==> src/rtl/hazard_sb.sv <==
// rtl/hazard_sb.sv - pipeline hazard/forwarding controller with in-flight destination scoreboard
module hazard_sb #(
    parameter int DEPTH  = 3,
    parameter int REG_W  = 5,
    parameter int FWD_EN = 1,
    parameter int CNT_W  = 32
) (
    input  logic                                   clk,
    input  logic                                   rst,
    input  logic                                   ext_stall,
    input  logic                                   flush,
    input  logic                                   id_valid,
    input  logic [REG_W-1:0]                       id_rs1,
    input  logic                                   id_rs1_en,
    input  logic [REG_W-1:0]                       id_rs2,
    input  logic                                   id_rs2_en,
    input  logic [REG_W-1:0]                       id_rd,
    input  logic                                   id_rd_en,
    input  logic [1:0]                             id_class,
    input  logic                                   id_early,
    input  logic                                   mc_done,
    output logic                                   stall_fe,
    output logic [DEPTH-1:0]                       stall_be,
    output logic                                   issue,
    output logic                                   fw_a,
    output logic [((DEPTH>1)?$clog2(DEPTH):1)-1:0] fw_sel_a,
    output logic                                   fw_b,
    output logic [((DEPTH>1)?$clog2(DEPTH):1)-1:0] fw_sel_b,
    output logic [CNT_W-1:0]                       stall_cnt
);
    localparam int SEL_W = (DEPTH > 1) ? $clog2(DEPTH) : 1;
    localparam logic [1:0] CLS_LOAD = 2'd1;
    localparam logic [1:0] CLS_SYS  = 2'd2;
    localparam logic [1:0] CLS_MC   = 2'd3;

    // Scoreboard: per-slot valid, destination and earliest bypassable slot.
    // The multi-cycle flag only matters while the op sits in slot 0.
    logic [DEPTH-1:0] v_q, v_d;
    logic [REG_W-1:0] rd_q [DEPTH];
    logic [REG_W-1:0] rd_d [DEPTH];
    logic [SEL_W-1:0] av_q [DEPTH];
    logic [SEL_W-1:0] av_d [DEPTH];
    logic             mc0_q, mc0_d;
    logic             fw_a_q, fw_a_d, fw_b_q, fw_b_d;
    logic [SEL_W-1:0] sel_a_q, sel_a_d, sel_b_q, sel_b_d;
    logic [CNT_W-1:0] cnt_q, cnt_d;

    logic             mc_wait, hazard;
    logic [1:0]       src_haz, src_byp;
    logic [SEL_W-1:0] src_sel [2];
    logic [REG_W-1:0] src;
    logic             src_en, found;
    logic [SEL_W-1:0] match_av;
    int               match;

    assign mc_wait = v_q[0] && mc0_q && !mc_done;

    // Youngest matching producer wins; older copies of the same rd are stale.
    always_comb begin
        src_haz    = '0;
        src_byp    = '0;
        src_sel[0] = '0;
        src_sel[1] = '0;
        src        = '0;
        src_en     = 1'b0;
        found      = 1'b0;
        match_av   = '0;
        match      = 0;
        for (int s = 0; s < 2; s++) begin
            src    = (s == 0) ? id_rs1 : id_rs2;
            src_en = ((s == 0) ? id_rs1_en : id_rs2_en) && (src != '0);
            found  = 1'b0;
            match  = 0;
            match_av = '0;
            for (int i = DEPTH - 1; i >= 0; i--) begin
                if (v_q[i] && (rd_q[i] == src)) begin
                    found    = 1'b1;
                    match    = i;
                    match_av = av_q[i];
                end
            end
            if (src_en && found) begin
                if ((FWD_EN != 0) &&
                    (id_early ? ((match == DEPTH - 1) && (int'(match_av) <= match))
                              : (match >= int'(match_av)))) begin
                    src_byp[s] = 1'b1;
                    src_sel[s] = SEL_W'(match);
                end else begin
                    src_haz[s] = 1'b1;
                end
            end
        end
    end

    assign hazard   = |src_haz;
    assign stall_fe = rst | ext_stall | mc_wait | (id_valid & hazard & ~flush);
    assign issue    = id_valid & ~stall_fe & ~flush;
    assign stall_be = {DEPTH{rst | ext_stall}} | {{(DEPTH-1){1'b0}}, mc_wait};

    always_comb begin
        v_d     = v_q;
        rd_d    = rd_q;
        av_d    = av_q;
        mc0_d   = mc0_q;
        fw_a_d  = fw_a_q;
        fw_b_d  = fw_b_q;
        sel_a_d = sel_a_q;
        sel_b_d = sel_b_q;
        cnt_d   = cnt_q;
        if (!ext_stall) begin
            // A held slot 0 leaves a bubble behind it in slot 1.
            for (int i = DEPTH - 1; i >= 1; i--) begin
                v_d[i]  = v_q[i-1] && !((i == 1) && mc_wait);
                rd_d[i] = rd_q[i-1];
                av_d[i] = av_q[i-1];
            end
            if (!mc_wait) begin
                v_d[0]  = issue && id_rd_en && (id_rd != '0);
                rd_d[0] = id_rd;
                av_d[0] = (id_class == CLS_LOAD) ? SEL_W'(1) :
                          (id_class == CLS_SYS)  ? SEL_W'(DEPTH - 1) : '0;
                mc0_d   = (id_class == CLS_MC);
                fw_a_d  = issue && src_byp[0];
                fw_b_d  = issue && src_byp[1];
                sel_a_d = issue ? src_sel[0] : '0;
                sel_b_d = issue ? src_sel[1] : '0;
            end
            if (stall_fe && (cnt_q != '1)) begin
                cnt_d = cnt_q + CNT_W'(1);
            end
        end
    end

    always_ff @(posedge clk) begin
        if (rst) begin
            v_q     <= '0;
            mc0_q   <= 1'b0;
            fw_a_q  <= 1'b0;
            fw_b_q  <= 1'b0;
            sel_a_q <= '0;
            sel_b_q <= '0;
            cnt_q   <= '0;
            for (int i = 0; i < DEPTH; i++) begin
                rd_q[i] <= '0;
                av_q[i] <= '0;
            end
        end else begin
            v_q     <= v_d;
            mc0_q   <= mc0_d;
            fw_a_q  <= fw_a_d;
            fw_b_q  <= fw_b_d;
            sel_a_q <= sel_a_d;
            sel_b_q <= sel_b_d;
            cnt_q   <= cnt_d;
            for (int i = 0; i < DEPTH; i++) begin
                rd_q[i] <= rd_d[i];
                av_q[i] <= av_d[i];
            end
        end
    end

    assign fw_a      = fw_a_q;
    assign fw_b      = fw_b_q;
    assign fw_sel_a  = sel_a_q;
    assign fw_sel_b  = sel_b_q;
    assign stall_cnt = cnt_q;
endmodule

==> config.mk <==
export PLATFORM = sky130hd
export DESIGN_NAME = hazard_sb
export DESIGN_NICKNAME = d
export VERILOG_FILES = /design/src/rtl/hazard_sb.sv
export SDC_FILE = /design/constraint.sdc
export NUM_CORES = 1
export LEC_CHECK = 0
export BUFFER_PORTS_ARGS = -buffer_cell sky130_fd_sc_hd__buf_2
export CAP_MARGIN = 20
export CORE_ASPECT_RATIO = 0.6
export CORE_UTILIZATION = 40
export DETAILED_ROUTE_END_ITERATION = 7
export PLACE_DENSITY = 0.7
export SYNTH_ARGS = -nofsm -noshare
export SYNTH_HDL_FRONTEND = slang
export SYNTH_SLANG_ARGS = --single-unit
==> constraint.sdc <==
create_clock -name clk -period 8.95 [get_ports clk]
set_clock_uncertainty 0.05 [all_clocks]
set_input_delay 1.3425 -clock clk [delete_from_list [all_inputs] [get_ports clk]]
set_output_delay 1.3425 -clock clk [all_outputs]
set_load 0.02 [all_outputs]
Word level (Yosys, flattened, before mapping). Cells that the tools add are included.

Add/sub/neg operators: 1. Magnitude comparators: 4. Eq/ne operators: 12. Muxes and demuxes: 36. Bitwise logic cells: 12. Reduce and logical (&&, ||, !) cells: 28.

Operators by type and width (number): $mux 32 (3); $eq 32x3->1 const B (2); $ge 32x3->1 (2); $le 3x32->1 (2); $mux 2 (17); $add 32x1->32 const B (1); $ne 32x32->1 const B (1); $eq 5x5->1 (6); $logic_and 1x1->1 (20); $mux 1 (16); $reduce_bool 5->1 (3); $and 1x1->1 (4); $eq 2x2->1 const B (2); $not 1->1 (4); $reduce_and 2->1 (2); $or 1x1->1 (3); $or 3x1->3 (1); $eq 2x1->1 const B (1); $logic_not 1->1 (2); $reduce_or 2->1 (1).

Flip-flop bits (word level): 63. Input port bits: 27. Output and inout bits: 43. Word-level logic and storage cells: 107.

Depth between registers and ports, before layout.
Word-level depth: 19. Mapped depth: 16. Depth with buffers taken out: 14.

Worst setup path before layout. OpenSTA, ideal clock, no wires.

Kind: input to output. From: input port id_rs1[1]. To: output port stall_fe. Arrival: 4003 ps. Data required time: 7557 ps. Setup slack: 3555 ps. Stages on the path: 13. Buffers on the path: 0. Cells stage by stage: xor2_1 > nor4_1 > and3_1 > nor2_1 > a22oi_1 > a21oi_1 > ha_1 > nand2b_1 > a21oi_1 > nand4_1 > a311oi_4 > a21oi_1 > o21ai_0.

Longest elaborated chain between the ends: 14. Elaborated cells on any way between the ends: 29. Those cells by class: order compare (2); eq/ne (4); mux (12); bitwise (3); reduce/logical (8).

RTL lines: from (decl) (RTL line 13) `input logic [REG_W-1:0] id_rs1,`; $eq 5x5->1 (RTL line 76) `if (v_q[i] && (rd_q[i] == src)) begin`; $logic_and 1x1->1 (RTL line 76); $mux 2 (2 in series) (RTL line 76); $mux 2 / $mux 32 (equally long branches) (RTL line 76); $le 3x32->1 / $eq 32x3->1 (equally long branches) (RTL line 84) `(id_early ? ((match == DEPTH - 1) && (int'(match_av) <= match))`; $logic_and 1x1->1 (RTL line 84); $mux 1 (RTL line 84); $mux 1 (RTL line 83) `if ((FWD_EN != 0) &&`; $mux 1 * (RTL line 82) `if (src_en && found) begin`; $reduce_or 2->1 * (RTL line 95) `assign hazard = |src_haz;`; $and 1x1->1 * (2 in series) (RTL line 96) `assign stall_fe = rst | ext_stall | mc_wait | (id_valid & hazard & ~flush);`; $or 1x1->1 * (RTL line 96); to (decl) (RTL line 22) `output logic stall_fe,`.

Every way passes the cells marked *; elsewhere a longest branch is shown, timed or not.

Worst setup path in the final report.
From: input port id_rs2[3]. To: output port issue.

Longest elaborated chain between the ends: 17. Elaborated cells on any way between the ends: 32. Those cells by class: order compare (2); eq/ne (4); mux (12); bitwise (6); reduce/logical (8).

RTL lines: from (decl) (RTL line 15) `input logic [REG_W-1:0] id_rs2,`; $eq 5x5->1 (RTL line 76); $logic_and 1x1->1 (RTL line 76); $mux 2 (RTL line 76); $mux 2 / $mux 32 (equally long branches) (2 in series) (RTL line 76); $le 3x32->1 / $eq 32x3->1 (equally long branches) (RTL line 84); $logic_and 1x1->1 (RTL line 84); $mux 1 (RTL line 84); $mux 1 (RTL line 83); $mux 1 * (RTL line 82); $reduce_or 2->1 * (RTL line 95); $and 1x1->1 * (2 in series) (RTL line 96); $or 1x1->1 * (RTL line 96); $not 1->1 * (RTL line 97) `assign issue = id_valid & ~stall_fe & ~flush;`; $and 1x1->1 * (2 in series) (RTL line 97); to (decl) (RTL line 24) `output logic issue,`.

Marks and branches as above.

==> summary.md <==
| Metric | Value |
|---|---|
| CP startpoint kind | input port |
| Family with the most delay on the worst path | compound AO/OA/AOI/OAI gates |
| Layout cells sized above 1 | 0.1963 |
| Port-buffer cells | 69 |
| Resized cells post-CTS | 0 |
| Setup WS post-layout | 2904 ps |
| Synth top area share | 0.3563 |
| Buf/Inv on CP | 2 |
| Post-DRT Antenna Nets | 0 |
| Cell area after layout | 4250 µm² |
| Crit end category | primary output |
| Sw Share | 0.2238 |
| Starting Density | 0.4137 |
| Rows | 26 |
| Cell Area, Placed | 3940 µm² |
| Synth area leader | dfxtp_1 |
| Number of H-tree levels | 3 |
| Most frequent cells in the layout | 69 x buf_2, 63 x dfxtp_1, 41 x nor2_1, 41 x a21oi_1 |
| Clock share of power | 0.509 |
| Setup_tns | 0 ps |
| Drt first pass iters | 5 |
| Ys Warns | 0 |
| Max IR drop VDD | 104.5 µV |
| CTS root buf | clkbuf_16 |
| Post-DP HPWL | 6833 µm |
| Detailed Route WL | 9577 µm |
| Area Growth Syn to Fin | 20.08% |
| Seq pwr share | 0.417 |
| Post-detailed-route DRC marker count | 0 |
| Sequential fraction of the synthesis area | 0.3563 |
| Avg Inst Size Synth | 8.251 µm² |
| RSZ-0062 raised after global routing | false |
| I/O pins | 70 |
| Slew headroom | 0.3112 |
| Hold_ws | 403.5 ps |
| Antenna violations before repair | 0 |
| Critical Path Fanout Max | 6 |
| TritonCTS clock tree | done |
| Number of synthesized register bits | 63 |
| Iteration-0 DRC Markers | 272 |
| NetSw | 155.8 µW |
| Gr ovfl total | 0 |
| Clock Path Buffers | 2 |
| Status | finished, final reports clean |
| Clock-pin transition on the worst setup and hold timing paths | 50 ps |
| WS Path Type | input port to primary output |
| TritonCTS Buffers | 9 |
| Synth top area cells | dfxtp_1 36%, xor2_1 5.9%, a21oi_1 5.8% |
| DR WL/cell | 15.94 µm |
| First-pass GRT wire length | 15060 µm |
| Fin. max-slew vios | 0 |
| Die Span Y | 74.87 µm |
| Syn_nets | 461 |
| Most common cell after layout, fill and taps aside | buf_2 |
| Hold WC Path Type | register to register |
| Layout Nets | 516 |
| Vias in the first global route | 2938 |
| Layout Utilization | 0.4968 |
| Pleak | 1.708 nW |
| Crit-path slowest cell | a2111oi_2 |
| CP required | 7560 ps |
| Max cap viols | 0 |
| Crit path largest cell delay | 780 ps |
| Vias/cell | 5.667 |
| Synth Instances | 429 |
| Tcrit/Tclk final | 0.6756 |
| Async SR Flop Fraction | 0 |
| PD cells | 163.8 nW/µm² |
| Setup WS pre-CTS | 2973 ps |
| Core box area | 8556 µm² |
| Final hold violation count | 0 |
| Gr usage total | 0.2153 |
| Crit path DAT | 4650 ps |
| Peak Freq | 0.1654 GHz |
| Diode count | 0 |
| Largest net degree at the start of global routing | 73 |
| Combinational share of power | 0.074 |
| EDFF count, synth | 0 |
| Clk_lat worst skew | 320 ps |
| Placer Congestion | 0.9812 |
| Die Span X | 123.4 µm |
| Final setup fails | 0 |
| Fin crit period | 6046 ps |
| Worst Max-Slew Pin Slew | 1033 ps |
| Internal power | 540.5 µW |
| Crit-path cells | buf_2, xor2_1, nor4_1, and2_0, nor2_1, a22oi_1, o21ai_0, ha_1, nand2b_1, a21oi_1, nand4_1, o21ai_1, a2111oi_2, buf_2 |
| Total clock sinks | 63 |
| # hold bufs at CTS | 0 |
| Setup Fix Bufs, Post-CTS | 0 |
| CP most frequent cell | buf_2 |
| DR vias | 3406 |
| Top FF cell, synth | dfxtp_1 |
| Die footprint | 9242 µm² |
| Netlist cell types | 51 |
| Syn Std Cell Area | 3540 µm² |
final timing paths:
kind	startpoint	end	slack, ps	depth (start not counted)
setup / recovery	id_rs2[3]	issue	2900	14
hold / removal	fw_sel_a[0]	fw_sel_a[0]	400	2
setup reg to reg	rd_q[2]	stall_cnt[28]	4630	15
hold reg to reg	fw_sel_a[0]	fw_sel_a[0]	400	2
power by group through the flow:
stage	Combinational (mW)	Sequential, mW	Clock, mW
global placement	0.0497	0.296	0
floorplan	0.0328	0.295	0
CTS	0.0513	0.290	0.364
detailed placement	0.0511	0.296	0
global route	0.0569	0.291	0.375
finish	0.0515	0.290	0.355
area by class of cell:
class	instances	area, µm²
Fill cell	834	4305
Multi-Input combinational cell	333	2156
Sequential cell	63	1261
Timing Repair Buffer	71	360.3
Clock buffer	13	270.3
Tap cell	112	140.1
Clock inverter	3	40.04
Inverter	6	22.52
per-layer routing:
layer	wire, µm	GRT usage
met1	5182	0.3380
met2	3885	0.2874
met3	461	0.05152
met4	48	0.05087
met5	0	0
flip-flops by register name, summed over array words and instances, names as in the netlist:
signal	count
fw_b	1
stall_cnt	32
fw_sel_b	2
av_q	6
fw_a	1
mc0_q	1
v_q	3
rd_q	15
fw_sel_a	2
cell families after synthesis:
group,Yosys count,share of synthesized area
and+or+nand+nor,183,0.2846
AOI/OAI and AO/OA,94,0.1683
DFF,63,0.3563
buffers and inverters,33,0.03782
xor gates and xnor gates,30,0.07423
muxes,21,0.06115
adders and majority gates,5,0.01767
through the flow:
stage / power (mW) / cells
2_1_floorplan: 0.3280 / 429
4_1_cts: 0.7052 / 601
3_5_place_dp: 0.3470 / 585
5_1_grt: 0.7230 / 601
6_report: 0.6964 / 601
3_3_place_gp: 0.3455 / 585
Yosys cell counts, types with 2 or more instances:
| cell type | n |
|---|---|
| buf_2 | 5 |
| nor2b_1 | 6 |
| mux2_2 | 2 |
| buf_1 | 6 |
| nand3b_1 | 2 |
| nand2_1 | 24 |
| xor2_1 | 24 |
| a22oi_1 | 5 |
| o31ai_1 | 12 |
| nor4_1 | 8 |
| a21oi_1 | 41 |
| nor2_1 | 41 |
| inv_1 | 6 |
| nor3_1 | 3 |
| dfxtp_1 | 63 |
| clkbuf_1 | 15 |
| a32oi_1 | 4 |
| ha_1 | 5 |
| xnor2_1 | 6 |
| or2_2 | 3 |
| mux2_1 | 3 |
| and4_1 | 4 |
| or3_1 | 14 |
| nand3_1 | 17 |
| nand2b_1 | 4 |
| o21ai_0 | 19 |
| nand4_1 | 22 |
| mux2i_1 | 16 |
| and3_1 | 11 |
| or4_1 | 17 |
tightest hold or removal path: cells and delay by family, from the launching register on:
kind | cells | cell delay (ps)
AOI/OAI and AO/OA | 1 | 50
and+or+nand+nor | 1 | 50
DFF | 1 | 300
Power figures use the tool's default switching activity.
